**src/rtl/axil_arbiter_rr_wr.sv**
```systemverilog
// AXI-Lite write-channel arbiter.
// Grants one of NUMBER_MASTER write masters at a time, using fixed priority
// or round-robin. The grant is held until the B-channel handshake of the
// granted master completes, or until an optional timeout forces a release.
module axil_arbiter_rr_wr #(
  parameter int NUMBER_MASTER  = 4,
  parameter int ARB_MODE       = 1,
  parameter int TIMEOUT_CYCLES = 256,
  localparam int IDX_W = (NUMBER_MASTER > 1) ? $clog2(NUMBER_MASTER) : 1
) (
  input  logic                     aclk,
  input  logic                     areset,
  input  logic [NUMBER_MASTER-1:0] request_wr,
  output logic [NUMBER_MASTER-1:0] grant_wr,
  output logic [IDX_W-1:0]         grant_idx,
  output logic                     grant_active,
  input  logic                     s_axil_bvalid,
  input  logic [NUMBER_MASTER-1:0] m_axil_bready,
  output logic                     timeout_err
);

  // Counter only has to reach TIMEOUT_CYCLES-1 before a forced release.
  localparam int CNT_W   = (TIMEOUT_CYCLES > 1) ? $clog2(TIMEOUT_CYCLES) : 1;
  localparam bit TO_EN   = (TIMEOUT_CYCLES > 0);
  localparam int TO_LAST = TO_EN ? (TIMEOUT_CYCLES - 1) : 0;
  localparam logic [CNT_W-1:0] TO_LAST_C = CNT_W'(TO_LAST);
  localparam logic [IDX_W:0]   NM_C      = (IDX_W + 1)'(NUMBER_MASTER);
  localparam logic [IDX_W-1:0] LAST_IDX  = IDX_W'(NUMBER_MASTER - 1);

  typedef enum logic [1:0] {
    ST_IDLE  = 2'd0,
    ST_GRANT = 2'd1,
    ST_ACKN  = 2'd2
  } state_t;

  state_t                     r_state;
  logic [NUMBER_MASTER-1:0]   r_grant;
  logic [IDX_W-1:0]           r_idx;
  logic [IDX_W-1:0]           r_rr_ptr;
  logic [CNT_W-1:0]           r_cnt;
  logic                       r_timeout_err;

  state_t                     w_state_nxt;
  logic [NUMBER_MASTER-1:0]   w_grant_nxt;
  logic [IDX_W-1:0]           w_idx_nxt;
  logic [IDX_W-1:0]           w_rr_nxt;
  logic [CNT_W-1:0]           w_cnt_nxt;
  logic                       w_terr_nxt;

  logic [IDX_W-1:0]           w_base;
  logic [2*NUMBER_MASTER-1:0] w_req_dbl;
  logic [NUMBER_MASTER-1:0]   w_req_rot;
  logic                       w_found;
  logic [IDX_W-1:0]           w_off;
  logic [IDX_W:0]             w_sum;
  logic [IDX_W-1:0]           w_win_idx;
  logic [NUMBER_MASTER-1:0]   w_win_oh;
  logic                       w_release;
  logic                       w_timeout;
  logic [IDX_W-1:0]           w_rr_inc;

  // Winner search: rotate requests so the search start sits at bit 0, take
  // the lowest set bit, then map the offset back to an absolute index.
  always_comb begin
    w_base    = (ARB_MODE == 1) ? r_rr_ptr : '0;
    w_req_dbl = {request_wr, request_wr} >> w_base;
    w_req_rot = w_req_dbl[NUMBER_MASTER-1:0];
    w_found   = 1'b0;
    w_off     = '0;
    for (int i = 0; i < NUMBER_MASTER; i++) begin
      if (!w_found && w_req_rot[i]) begin
        w_found = 1'b1;
        w_off   = IDX_W'(i);
      end
    end
    w_sum = {1'b0, w_base} + {1'b0, w_off};
    if (w_sum >= NM_C) begin
      w_sum = w_sum - NM_C;
    end
    w_win_idx = w_sum[IDX_W-1:0];
    w_win_oh  = '0;
    for (int i = 0; i < NUMBER_MASTER; i++) begin
      w_win_oh[i] = w_found && (w_win_idx == IDX_W'(i));
    end
  end

  // Release qualifiers: only the granted master's bready counts.
  always_comb begin
    w_release = s_axil_bvalid && (|(m_axil_bready & r_grant));
    w_timeout = TO_EN && (r_cnt == TO_LAST_C);
    w_rr_inc  = (r_idx == LAST_IDX) ? '0 : (r_idx + IDX_W'(1));
  end

  // Next-state and next-register values for the arbitration FSM.
  always_comb begin
    w_state_nxt = r_state;
    w_grant_nxt = r_grant;
    w_idx_nxt   = r_idx;
    w_rr_nxt    = r_rr_ptr;
    w_cnt_nxt   = r_cnt;
    w_terr_nxt  = 1'b0;
    case (r_state)
      ST_IDLE: begin
        if (|request_wr) begin
          w_state_nxt = ST_GRANT;
        end
      end
      ST_GRANT: begin
        if (w_found) begin
          w_state_nxt = ST_ACKN;
          w_grant_nxt = w_win_oh;
          w_idx_nxt   = w_win_idx;
          w_cnt_nxt   = '0;
        end else begin
          w_state_nxt = ST_IDLE;
        end
      end
      ST_ACKN: begin
        // A real handshake takes precedence over a coincident timeout.
        if (w_release || w_timeout) begin
          w_state_nxt = ST_IDLE;
          w_grant_nxt = '0;
          w_idx_nxt   = '0;
          w_rr_nxt    = w_rr_inc;
          w_terr_nxt  = !w_release;
        end else if (r_cnt != '1) begin
          w_cnt_nxt = r_cnt + CNT_W'(1);
        end
      end
      default: begin
        w_state_nxt = ST_IDLE;
        w_grant_nxt = '0;
        w_idx_nxt   = '0;
      end
    endcase
  end

  // State and grant registers; reset overrides release and timeout.
  always_ff @(posedge aclk) begin
    if (areset) begin
      r_state       <= ST_IDLE;
      r_grant       <= '0;
      r_idx         <= '0;
      r_rr_ptr      <= '0;
      r_cnt         <= '0;
      r_timeout_err <= 1'b0;
    end else begin
      r_state       <= w_state_nxt;
      r_grant       <= w_grant_nxt;
      r_idx         <= w_idx_nxt;
      r_rr_ptr      <= w_rr_nxt;
      r_cnt         <= w_cnt_nxt;
      r_timeout_err <= w_terr_nxt;
    end
  end

  assign grant_wr     = r_grant;
  assign grant_idx    = r_idx;
  assign grant_active = (r_state == ST_ACKN);
  assign timeout_err  = r_timeout_err;

endmodule

```
**config.mk**
```make
export PLATFORM = sky130hd
export DESIGN_NAME = axil_arbiter_rr_wr
export DESIGN_NICKNAME = d
export VERILOG_FILES = /design/src/rtl/axil_arbiter_rr_wr.sv
export SDC_FILE = /design/constraint.sdc
export NUM_CORES = 1
export LEC_CHECK = 0
export CAP_MARGIN = 20
export CORE_MARGIN = 3
export CORE_UTILIZATION = 30
export DETAILED_ROUTE_END_ITERATION = 16
export PLACE_DENSITY = 0.62
export SLEW_MARGIN = 10
export SYNTH_ARGS = -nofsm -noshare
export SYNTH_HDL_FRONTEND = slang
export SYNTH_SLANG_ARGS = --single-unit
```
**constraint.sdc**
```tcl
create_clock -name aclk -period 2.1 [get_ports aclk]
set_input_delay 0.21 -clock aclk [delete_from_list [all_inputs] [get_ports aclk]]
set_output_delay 0.21 -clock aclk [all_outputs]
set_load 0.02 [all_outputs]
```
==> results of run 1 <==
-- kinds of logic after synthesis --
kind of cell	synth area share [%]
AND/OR/NAND/NOR	31.5
buffers and inverters	5.47
adder cells (fa/ha/maj)	3.22
AO/OA/AOI/OAI	21.1
multiplexers	0.857
XOR/XNOR	5.25
flip-flops	32.6
-- where the power goes --
group | switching, mW | internal, mW | total, mW | leakage [nW]
clock | 0.124 | 0.135 | 0.259 | 0.0228
sequential | 0.0161 | 0.374 | 0.390 | 0.154
combinational | 0.0875 | 0.0891 | 0.177 | 0.420
-- sequential cells by signal, summed over array words and instances (netlist names) --
signal	count
grant_idx	2
grant_wr	4
r_cnt	8
r_rr_ptr	2
r_state	2
timeout_err	1
-- path summary, 6_finish.rpt --
check | slack (ps) | depth (start not counted) | startpoint | end
min reg2reg | 490 | 2 | grant_wr[0] | grant_wr[0]
min | 490 | 2 | grant_wr[0] | grant_wr[0]
max | 90 | 10 | request_wr[1] | grant_wr[1]
max reg2reg | 150 | 9 | r_rr_ptr[0] | grant_wr[1]
-- cell type report --
type / instances / share of cell area, %
clock buffers: 4 / 2.85
well taps: 48 / 3.80
multi-input cells: 110 / 48.3
flip-flops and latches: 19 / 24.1
repair buffers: 36 / 20.0
inverters: 4 / 0.950
-- placed cells by master (no fill, tap or decap), drive strengths merged, types with 2 or more instances in the layout --
cell,Yosys,layout
xnor2,3,3
a32o,2,2
nand3,15,15
clkdlybuf4s50,0,18
nor3,4,4
o31ai,2,2
ha,3,3
dfxtp,19,19
or3,2,2
o21ai,6,6
xor2,4,4
a31oi,2,2
clkbuf,2,4
a22o,2,2
buf,6,18
nand4,4,4
a21oi,3,3
nand2b,2,2
or2,2,2
nor2b,3,3
nand2,12,12
inv,4,4
nor2,21,21
-- stage by stage --
stage	total power, mW	setup slack [ps]
6_report	0.826	94.8
5_1_grt	0.868	-43.7
4_1_cts	0.826	56.8
3_5_place_dp	0.568	-190
3_3_place_gp	0.565	-130
2_1_floorplan	0.496	172
-- routing by layer --
metal | vias to the layer above | global-route usage (%) | part of all wire (%)
li1 | 576 | - | -
met4 | 0 | 2.23 | 0.54
met1 | 530 | 16.1 | 47
met3 | 2 | 3.61 | 4.8
met5 | - | 0 | 0
met2 | 22 | 21.3 | 47
-- synthesized netlist by cell type, drive strengths merged, types with 2 or more instances --
master   n
nor3     4
buf      6
a31oi    2
o21ai    6
a22o     2
nand3   15
nand4    4
xnor2    3
a21oi    3
or3      2
nand2b   2
ha       3
dfxtp   19
nor2b    3
or2      2
nor2    21
xor2     4
clkbuf   2
inv      4
o31ai    2
a32o     2
nand2   12
-- critical path: cells and delay by family --
family	cells	cell delay (ps)
AO/OA/AOI/OAI	3	630
adder cells (fa/ha/maj)	1	300
AND/OR/NAND/NOR	5	520
buffers and inverters	1	520
-- what timing repair did --
item                                    4_1_cts  5_1_grt
endpoints found under the setup margin        0        5
gates resized for setup                       0        8
hold endpoints to repair                      0        0
==> impl_metrics.env, run 1 <==
export IMPL_outcome="finished, final reports clean"
export IMPL_synth_top_area_share_pct=32.6
export IMPL_grt_overflow_total=0
export IMPL_fin_crit_sh_pct=95.5
export IMPL_cp_cell_sequence="clkdlybuf4s50_1 -> nor2b_1 -> a221oi_1 -> a31oi_1 -> a211o_1 -> ha_4 -> nand3_1 -> nor2_2 -> nand3_1 -> nand3_1"
export IMPL_cts_hold_fix_buffers=0
export IMPL_grt_max_degree=11
export IMPL_routed_wl_um=2790
export IMPL_synth_top_area_cell="dfxtp_1"
export IMPL_num_rows=22
export IMPL_fin_nets=188
export IMPL_yosysSeqAreaShare_pct=32.6
export IMPL_drc_errors=0
export IMPL_syn_nets=155
export IMPL_drive_above_1_share_pct=21.4
export IMPL_multi_input_area_sq_um=763
export IMPL_synth_ff_type="dfxtp_1"
export IMPL_cts_reportedPaths_clkPinSlew_ps=70
export IMPL_p_per_area_mw_per_mm2=523
export IMPL_cts_root_buf="clkbuf_8"
export IMPL_finalSetupTns_ps=0
export IMPL_dp_final_hpwl_um=2110
export IMPL_holdCritPathClass="reg2reg"
export IMPL_ys_ff_latch=19
export IMPL_cts_sinks=19
export IMPL_wl_per_cell_um=12.6
export IMPL_whs_ps=491
export IMPL_start_util_pct=31.4
export IMPL_crit_arrival_ps=2210
export IMPL_final_cells=221
export IMPL_cts_tree="yes"
export IMPL_via_count=1130
export IMPL_ios=19
export IMPL_cp_max_fo=4
export IMPL_h_tree_depth=1
export IMPL_slew_viol_final=0
export IMPL_cts_buffer_depth=2
export IMPL_utilization_pct=42.5
export IMPL_antenna_cells=0
export IMPL_placed_cells=217
export IMPL_syn_inst=141
export IMPL_cp_start_kind="primary input"
export IMPL_post_route_min_period_ps=2010
export IMPL_synth_area_per_cell_sq_um=8.28
export IMPL_regArea_sq_um=382
export IMPL_drt_iter0_drc=74
export IMPL_vias_per_cell=5.11
export IMPL_drtAntennaViolNets=0
export IMPL_tightest_slew_ps=466
export IMPL_synth_edff_count=0
export IMPL_crit_top_cell="nand3_1"
export IMPL_grt_pass1_wl_um=4600
export IMPL_synth_area_leaders="dfxtp_1 (33%), nand3_1 (6.4%), nor2_1 (6.4%), nand2_1 (3.9%), ha_1 (3.2%)"
export IMPL_clk_latency_ps=260
export IMPL_syn_cell_area_sq_mm=0.00117
export IMPL_placed_area_sq_mm=0.00149
export IMPL_async_flop_share_pct=0
export IMPL_synth_distinct_cells=48
export IMPL_gp_congestion=0.847
export IMPL_finalHoldViolCount=0
export IMPL_worstSetupPathType="in2reg"
export IMPL_critPathSlowestCell="clkdlybuf4s50_1"
export IMPL_max_freq_ghz=0.499
export IMPL_first_global_vias=1059
export IMPL_dieArea_sq_mm=0.00468
export IMPL_yosysWarningCount=0
export IMPL_slew_headroom_pct=68.5
export IMPL_leakage_nw=0.598
export IMPL_portBuffers=18
export IMPL_cts_inserted_buffers=3
export IMPL_dr_pass1_iters=4
export IMPL_postCtsSetupBuffers=0
export IMPL_fin_skew_ps=3.89
export IMPL_grt_total_usage_pct=12.7
export IMPL_synthToLayoutAreaGrowth_pct=35.4
export IMPL_core_sq_mm=0.00372
export IMPL_num_fill_cells=356
export IMPL_max_vdd_ir_drop_mv=0.385
export IMPL_dieWidth_um=68.4
export IMPL_crit_path_end_kind="register"
export IMPL_final_area_sq_mm=0.00158
export IMPL_slowest_delay_ps=520
export IMPL_setup_violations_final=0
export IMPL_antenna_found_initial=0
export IMPL_drv_cap=0
export IMPL_cp_required_ps=2300
export IMPL_dieHeight_um=68.4
(Power assumes the default switching activity.)
==> run 2: changes to the inputs <==
--- a/config.mk
+++ b/config.mk
@@ -10,6 +10,7 @@
 export CORE_UTILIZATION = 30
 export DETAILED_ROUTE_END_ITERATION = 16
 export PLACE_DENSITY = 0.62
+export SETUP_SLACK_MARGIN = 0.5
 export SLEW_MARGIN = 10
 export SYNTH_ARGS = -nofsm -noshare
 export SYNTH_HDL_FRONTEND = slang
==> run 2 against run 1 <==
Net effect:
- core utilization is 2.8 points higher
- final cell count is 0.45% lower
- sequential power is essentially flat
- global-route usage increased by 1.2 points
- highest routed layer unchanged
- combinational power up 3%
- via count down 1.2%
- critical path type is now reg2reg
==> impl_metrics.env, run 2 (same netlist as run 1, synthesis figures left out) <==
export IMPL_utilization_pct=45.3
export IMPL_cp_start_kind="register"
export IMPL_antenna_found_initial=0
export IMPL_power_mw=0.836
export IMPL_swShare_pct=28.9
export IMPL_wl_per_cell_um=13.0
export IMPL_cts_hold_fix_buffers=0
export IMPL_ios=19
export IMPL_pwr_share_comb_pct=21.9
export IMPL_vias_per_cell=5.07
export IMPL_most_common_layout_cells="nor2_1 (18), buf_4 (16), dfxtp_1 (14), nand3_1 (13), clkdlybuf4s50_1 (13)"
export IMPL_finalHoldViolCount=0
export IMPL_routed_wl_um=2870
export IMPL_drtAntennaViolNets=0
export IMPL_fin_crit_sh_pct=85.9
export IMPL_slew_headroom_pct=75.7
export IMPL_grt_total_usage_pct=13.9
export IMPL_gp_congestion=0.768
export IMPL_fin_ws_ps=296
export IMPL_cts_sinks=19
export IMPL_dp_final_hpwl_um=2160
export IMPL_pre_cts_slack_ps=-134
export IMPL_holdCritPathClass="reg2reg"
export IMPL_p_per_area_mw_per_mm2=497
export IMPL_cts_tree="yes"
export IMPL_p_int_mw=0.594
export IMPL_placed_area_sq_mm=0.00155
export IMPL_slew_viol_final=0
export IMPL_num_fill_cells=369
export IMPL_start_util_pct=31.4
export IMPL_setup_violations_final=0
export IMPL_whs_ps=481
export IMPL_crit_path_end_kind="register"
export IMPL_cts_inserted_buffers=3
export IMPL_power_frac_clock_pct=31.5
export IMPL_cp_max_fo=4
export IMPL_grt_pass1_wl_um=5020
export IMPL_cts_root_buf="clkbuf_8"
export IMPL_drive_above_1_share_pct=30.2
export IMPL_clk_latency_ps=260
export IMPL_grt_setup_unrepaired="yes"
export IMPL_outcome="finished, final reports clean"
export IMPL_final_cells=220
export IMPL_max_freq_ghz=0.554
export IMPL_final_area_sq_mm=0.00168
export IMPL_drv_cap=0
export IMPL_fin_nets=187
export IMPL_worstSetupPathType="reg2reg"
export IMPL_dr_pass1_iters=4
export IMPL_dieArea_sq_mm=0.00468
export IMPL_crit_arrival_ps=2000
export IMPL_cts_buffer_depth=2
export IMPL_h_tree_depth=1
export IMPL_portBuffers=18
export IMPL_r2r_slack_ps=300
export IMPL_r2r_start="r_rr_ptr[0]"
export IMPL_seq_power_share_pct=46.6
export IMPL_critPathLaunch="r_rr_ptr[0]"
export IMPL_multi_input_area_sq_um=861
export IMPL_final_common_cell="nor2_1"
export IMPL_switching_power_mw=0.242
export IMPL_finalSetupTns_ps=0
export IMPL_cp_required_ps=2300
export IMPL_first_global_vias=1119
export IMPL_grt_max_degree=13
export IMPL_largest_reg_flops=8
export IMPL_grt_overflow_total=0
export IMPL_dieHeight_um=68.4
export IMPL_core_sq_mm=0.00372
export IMPL_cts_reportedPaths_clkPinSlew_ps=80
export IMPL_dieWidth_um=68.4
export IMPL_tightest_slew_ps=363
export IMPL_top_register="r_cnt"
export IMPL_fin_skew_ps=6.28
export IMPL_antenna_cells=0
export IMPL_max_vdd_ir_drop_mv=0.259
export IMPL_regArea_sq_um=392
export IMPL_num_rows=22
export IMPL_via_count=1116
export IMPL_post_route_min_period_ps=1800
export IMPL_hold_start="grant_idx[0]"
export IMPL_synthToLayoutAreaGrowth_pct=44.2
export IMPL_drc_errors=0
export IMPL_drt_iter0_drc=63
export IMPL_leakage_nw=0.622
export IMPL_placed_cells=215
run 2: worst max-delay path: stages, from the launching register on:
cell,delay [ps]
dfxtp_2,340
nor2b_4,130
a221oi_2,210
a31oi_1,70
a211o_1,270
ha_4,230
buf_6,120
nor3_4,190
nand3_1,90
nand3_1,80
run 2: what timing repair did:
item	4_1_cts	5_1_grt
endpoints found under the setup margin	14	12
pin swaps	9	4
buffers inserted	1	0
cloned	0	0
gates resized for setup	13	12
run 2: power groups by stage:
stage	sequential (mW)	combinational, mW	clock, mW
2_1_floorplan	0.402	0.102	0
3_3_place_gp	0.398	0.174	0
3_5_place_dp	0.398	0.177	0
4_1_cts	0.391	0.181	0.277
5_1_grt	0.392	0.201	0.294
6_report	0.389	0.183	0.264
run 2: layout make-up:
type                       count  share of cell area, %
clock buffer                   3                   2.45
sequential                    19                   23.3
inverter                       4                  0.892
multi-input combinational    110                   51.2
timing repair buffer          35                   18.2
tap                           48                   3.57
clock inverter                 1                  0.446
run 2: worst paths after layout:
path | end | depth (start not counted)
max | grant_wr[0] | 9
min reg2reg | grant_idx[0] | 2
min | grant_idx[0] | 2
max reg2reg | grant_wr[0] | 9
run 2: layer usage:
metal	track usage, %	wire length, um	part of all wire, %	vias up
met5	0	0	0	-
met4	5.46	26	0.91	0
met3	2.46	74	2.6	2
met2	23.5	1410	49	11
met1	17.2	1360	47	529
li1	-	-	-	574
==> run 3: changes to the inputs <==
--- a/config.mk
+++ b/config.mk
@@ -9,6 +9,7 @@
 export CORE_MARGIN = 3
 export CORE_UTILIZATION = 30
 export DETAILED_ROUTE_END_ITERATION = 16
+export MAX_ROUTING_LAYER = met4
 export PLACE_DENSITY = 0.62
 export SETUP_SLACK_MARGIN = 0.5
 export SLEW_MARGIN = 10
==> constraint.sdc (replaced) <==
create_clock -name aclk -period 2.1 [get_ports aclk]
set_input_delay 0.21 -clock aclk [delete_from_list [all_inputs] [get_ports aclk]]
set_output_delay 0.21 -clock aclk [all_outputs]
set_load 0.05 [all_outputs]
==> run 3 against run 2 <==
Net effect:
- critical endpoint unchanged
- largest cell class unchanged
- sequential cell count did not move
- via count up 0.18%
- total power grew 1.1%
- first-iteration DRC count decreased by 4.8%
- global-route usage about the same
- clock power is 3% lower
- register-to-register slack gained 30 ps
- sequential power hardly changed
- largest power group unchanged
- final cell count up 0.91%
==> impl_metrics.env, run 3 (same netlist as run 1, synthesis figures left out) <==
export IMPL_setup_violations_final=0
export IMPL_h_tree_depth=1
export IMPL_portBuffers=18
export IMPL_crit_arrival_ps=1970
export IMPL_pre_cts_slack_ps=-141
export IMPL_max_freq_ghz=0.564
export IMPL_slowest_delay_ps=340
export IMPL_drc_errors=0
export IMPL_outcome="finished, final reports clean"
export IMPL_grt_max_degree=11
export IMPL_cts_reportedPaths_clkPinSlew_ps=70
export IMPL_routed_wl_um=2840
export IMPL_cp_cell_sequence="nor2b_4 -> a221oi_2 -> a31oi_1 -> a211o_1 -> ha_4 -> buf_6 -> nor3_4 -> nand3_1 -> nand3_1"
export IMPL_finalHoldViolCount=0
export IMPL_crit_top_cell="nand3_1"
export IMPL_cts_root_buf="clkbuf_8"
export IMPL_leakage_nw=0.655
export IMPL_grt_overflow_total=0
export IMPL_fin_ws_ps=327
export IMPL_via_count=1118
export IMPL_dieHeight_um=68.4
export IMPL_num_fill_cells=370
export IMPL_power_mw=0.845
export IMPL_cp_start_kind="register"
export IMPL_drv_cap=0
export IMPL_drt_iter0_drc=60
export IMPL_start_util_pct=31.4
export IMPL_clk_latency_ps=250
export IMPL_dr_pass1_iters=4
export IMPL_placed_cells=216
export IMPL_drtAntennaViolNets=0
export IMPL_multi_input_area_sq_um=853
export IMPL_cp_max_fo=3
export IMPL_regArea_sq_um=388
export IMPL_dieWidth_um=68.4
export IMPL_globalRouteMet2Util_pct=23.6
export IMPL_final_cells=222
export IMPL_placed_area_sq_mm=0.00156
export IMPL_num_rows=22
export IMPL_cts_inserted_buffers=3
export IMPL_drive_above_1_share_pct=30.5
export IMPL_most_common_layout_cells="nor2_1 (18), buf_4 (18), nand3_1 (14), dfxtp_1 (13), nand2_1 (12)"
export IMPL_antenna_cells=0
export IMPL_cp_required_ps=2290
export IMPL_slew_headroom_pct=66.9
export IMPL_dp_final_hpwl_um=2200
export IMPL_cts_hold_fix_buffers=0
export IMPL_worstSetupPathType="reg2reg"
export IMPL_dieArea_sq_mm=0.00468
export IMPL_crit_path_end_kind="register"
export IMPL_cts_tree="yes"
export IMPL_wl_per_cell_um=12.8
export IMPL_largest_reg_flops=8
export IMPL_grt_setup_unrepaired="yes"
export IMPL_cts_buffer_depth=2
export IMPL_p_per_area_mw_per_mm2=504
export IMPL_fin_nets=189
export IMPL_top_register="r_cnt"
export IMPL_holdCritPathClass="reg2reg"
export IMPL_post_route_min_period_ps=1770
export IMPL_cts_sinks=19
export IMPL_gp_congestion=0.846
export IMPL_max_vdd_ir_drop_mv=0.339
export IMPL_antenna_found_initial=0
export IMPL_core_sq_mm=0.00372
export IMPL_use_met1_pct=17.6
export IMPL_vias_per_cell=5.04
export IMPL_final_area_sq_mm=0.00168
export IMPL_fin_crit_sh_pct=84.4
export IMPL_slew_viol_final=0
export IMPL_grt_pass1_wl_um=4930
export IMPL_use_met3_pct=3.12
export IMPL_ios=19
export IMPL_grt_total_usage_pct=13.9
export IMPL_tightest_slew_ps=494
export IMPL_busiest_layer="met2"
export IMPL_whs_ps=488
export IMPL_first_global_vias=1115
export IMPL_critPathSlowestCell="dfxtp_2"
export IMPL_synthToLayoutAreaGrowth_pct=43.6
export IMPL_fin_skew_ps=2.73
==> run 3: cell types whose count changed in the layout (fill, tap and decap cells not counted), sizes merged <==
cell,change
buf,+3
dlygate4sd2,+6
clkinvlp,-1
clkdlybuf4s15,-1
clkbuf,+1
clkdlybuf4s50,-6
==> run 3: worst paths after layout <==
| kind | from | end | slack (ps) | cells past startpoint |
|---|---|---|---|---|
| worst max register to register | r_rr_ptr[0] | grant_wr[0] | 330 | 9 |
| worst max-delay path | r_rr_ptr[0] | grant_wr[0] | 330 | 9 |
| worst min-delay path | r_cnt[6] | r_cnt[6] | 490 | 1 |
| worst min register to register | r_cnt[6] | r_cnt[6] | 490 | 1 |
==> run 3: cell type report <==
type / instances / area share (%)
tap: 48 / 3.58
timing repair buffer: 37 / 18.8
sequential: 19 / 23.1
inverter: 4 / 0.896
multi-input combinational: 110 / 50.9
clock buffer: 4 / 2.69
==> run 3: where the power goes <==
group          internal [mW]  switching (mW)  total [mW]
registers              0.374          0.0174       0.392
logic                 0.0848           0.113       0.198
clock network          0.135           0.121       0.255
total                  0.594           0.251       0.845
==> run 3: routing by layer <==
metal | vias to the layer above | part of all wire [%]
met5 | - | 0
met3 | 0 | 2.8
met2 | 19 | 49
met1 | 520 | 48
met4 | 0 | 0
li1 | 579 | -
==> run 3: worst max-delay path: cells and delay by family, from the launching register on <==
| kind | cells | cell delay, ps |
|---|---|---|
| buf+inv | 1 | 120 |
| simple gates | 4 | 500 |
| compound gates | 3 | 540 |
| flops | 1 | 340 |
| fa+ha+maj | 1 | 230 |
==> run 3: metrics by stage <==
step	setup TNS (ps)	utilization, %
floorplan	0	-
global placement	-447	42.1
detailed placement	-571	42.1
CTS	0	44.2
global route	0	45.1
finish	0	45.1
==> run 3: what timing repair did <==
action,in CTS,in global routing
pin swaps,9,9
setup buffers,1,1
gates resized for setup,20,7
cloned,0,0
setup endpoints to repair,19,13
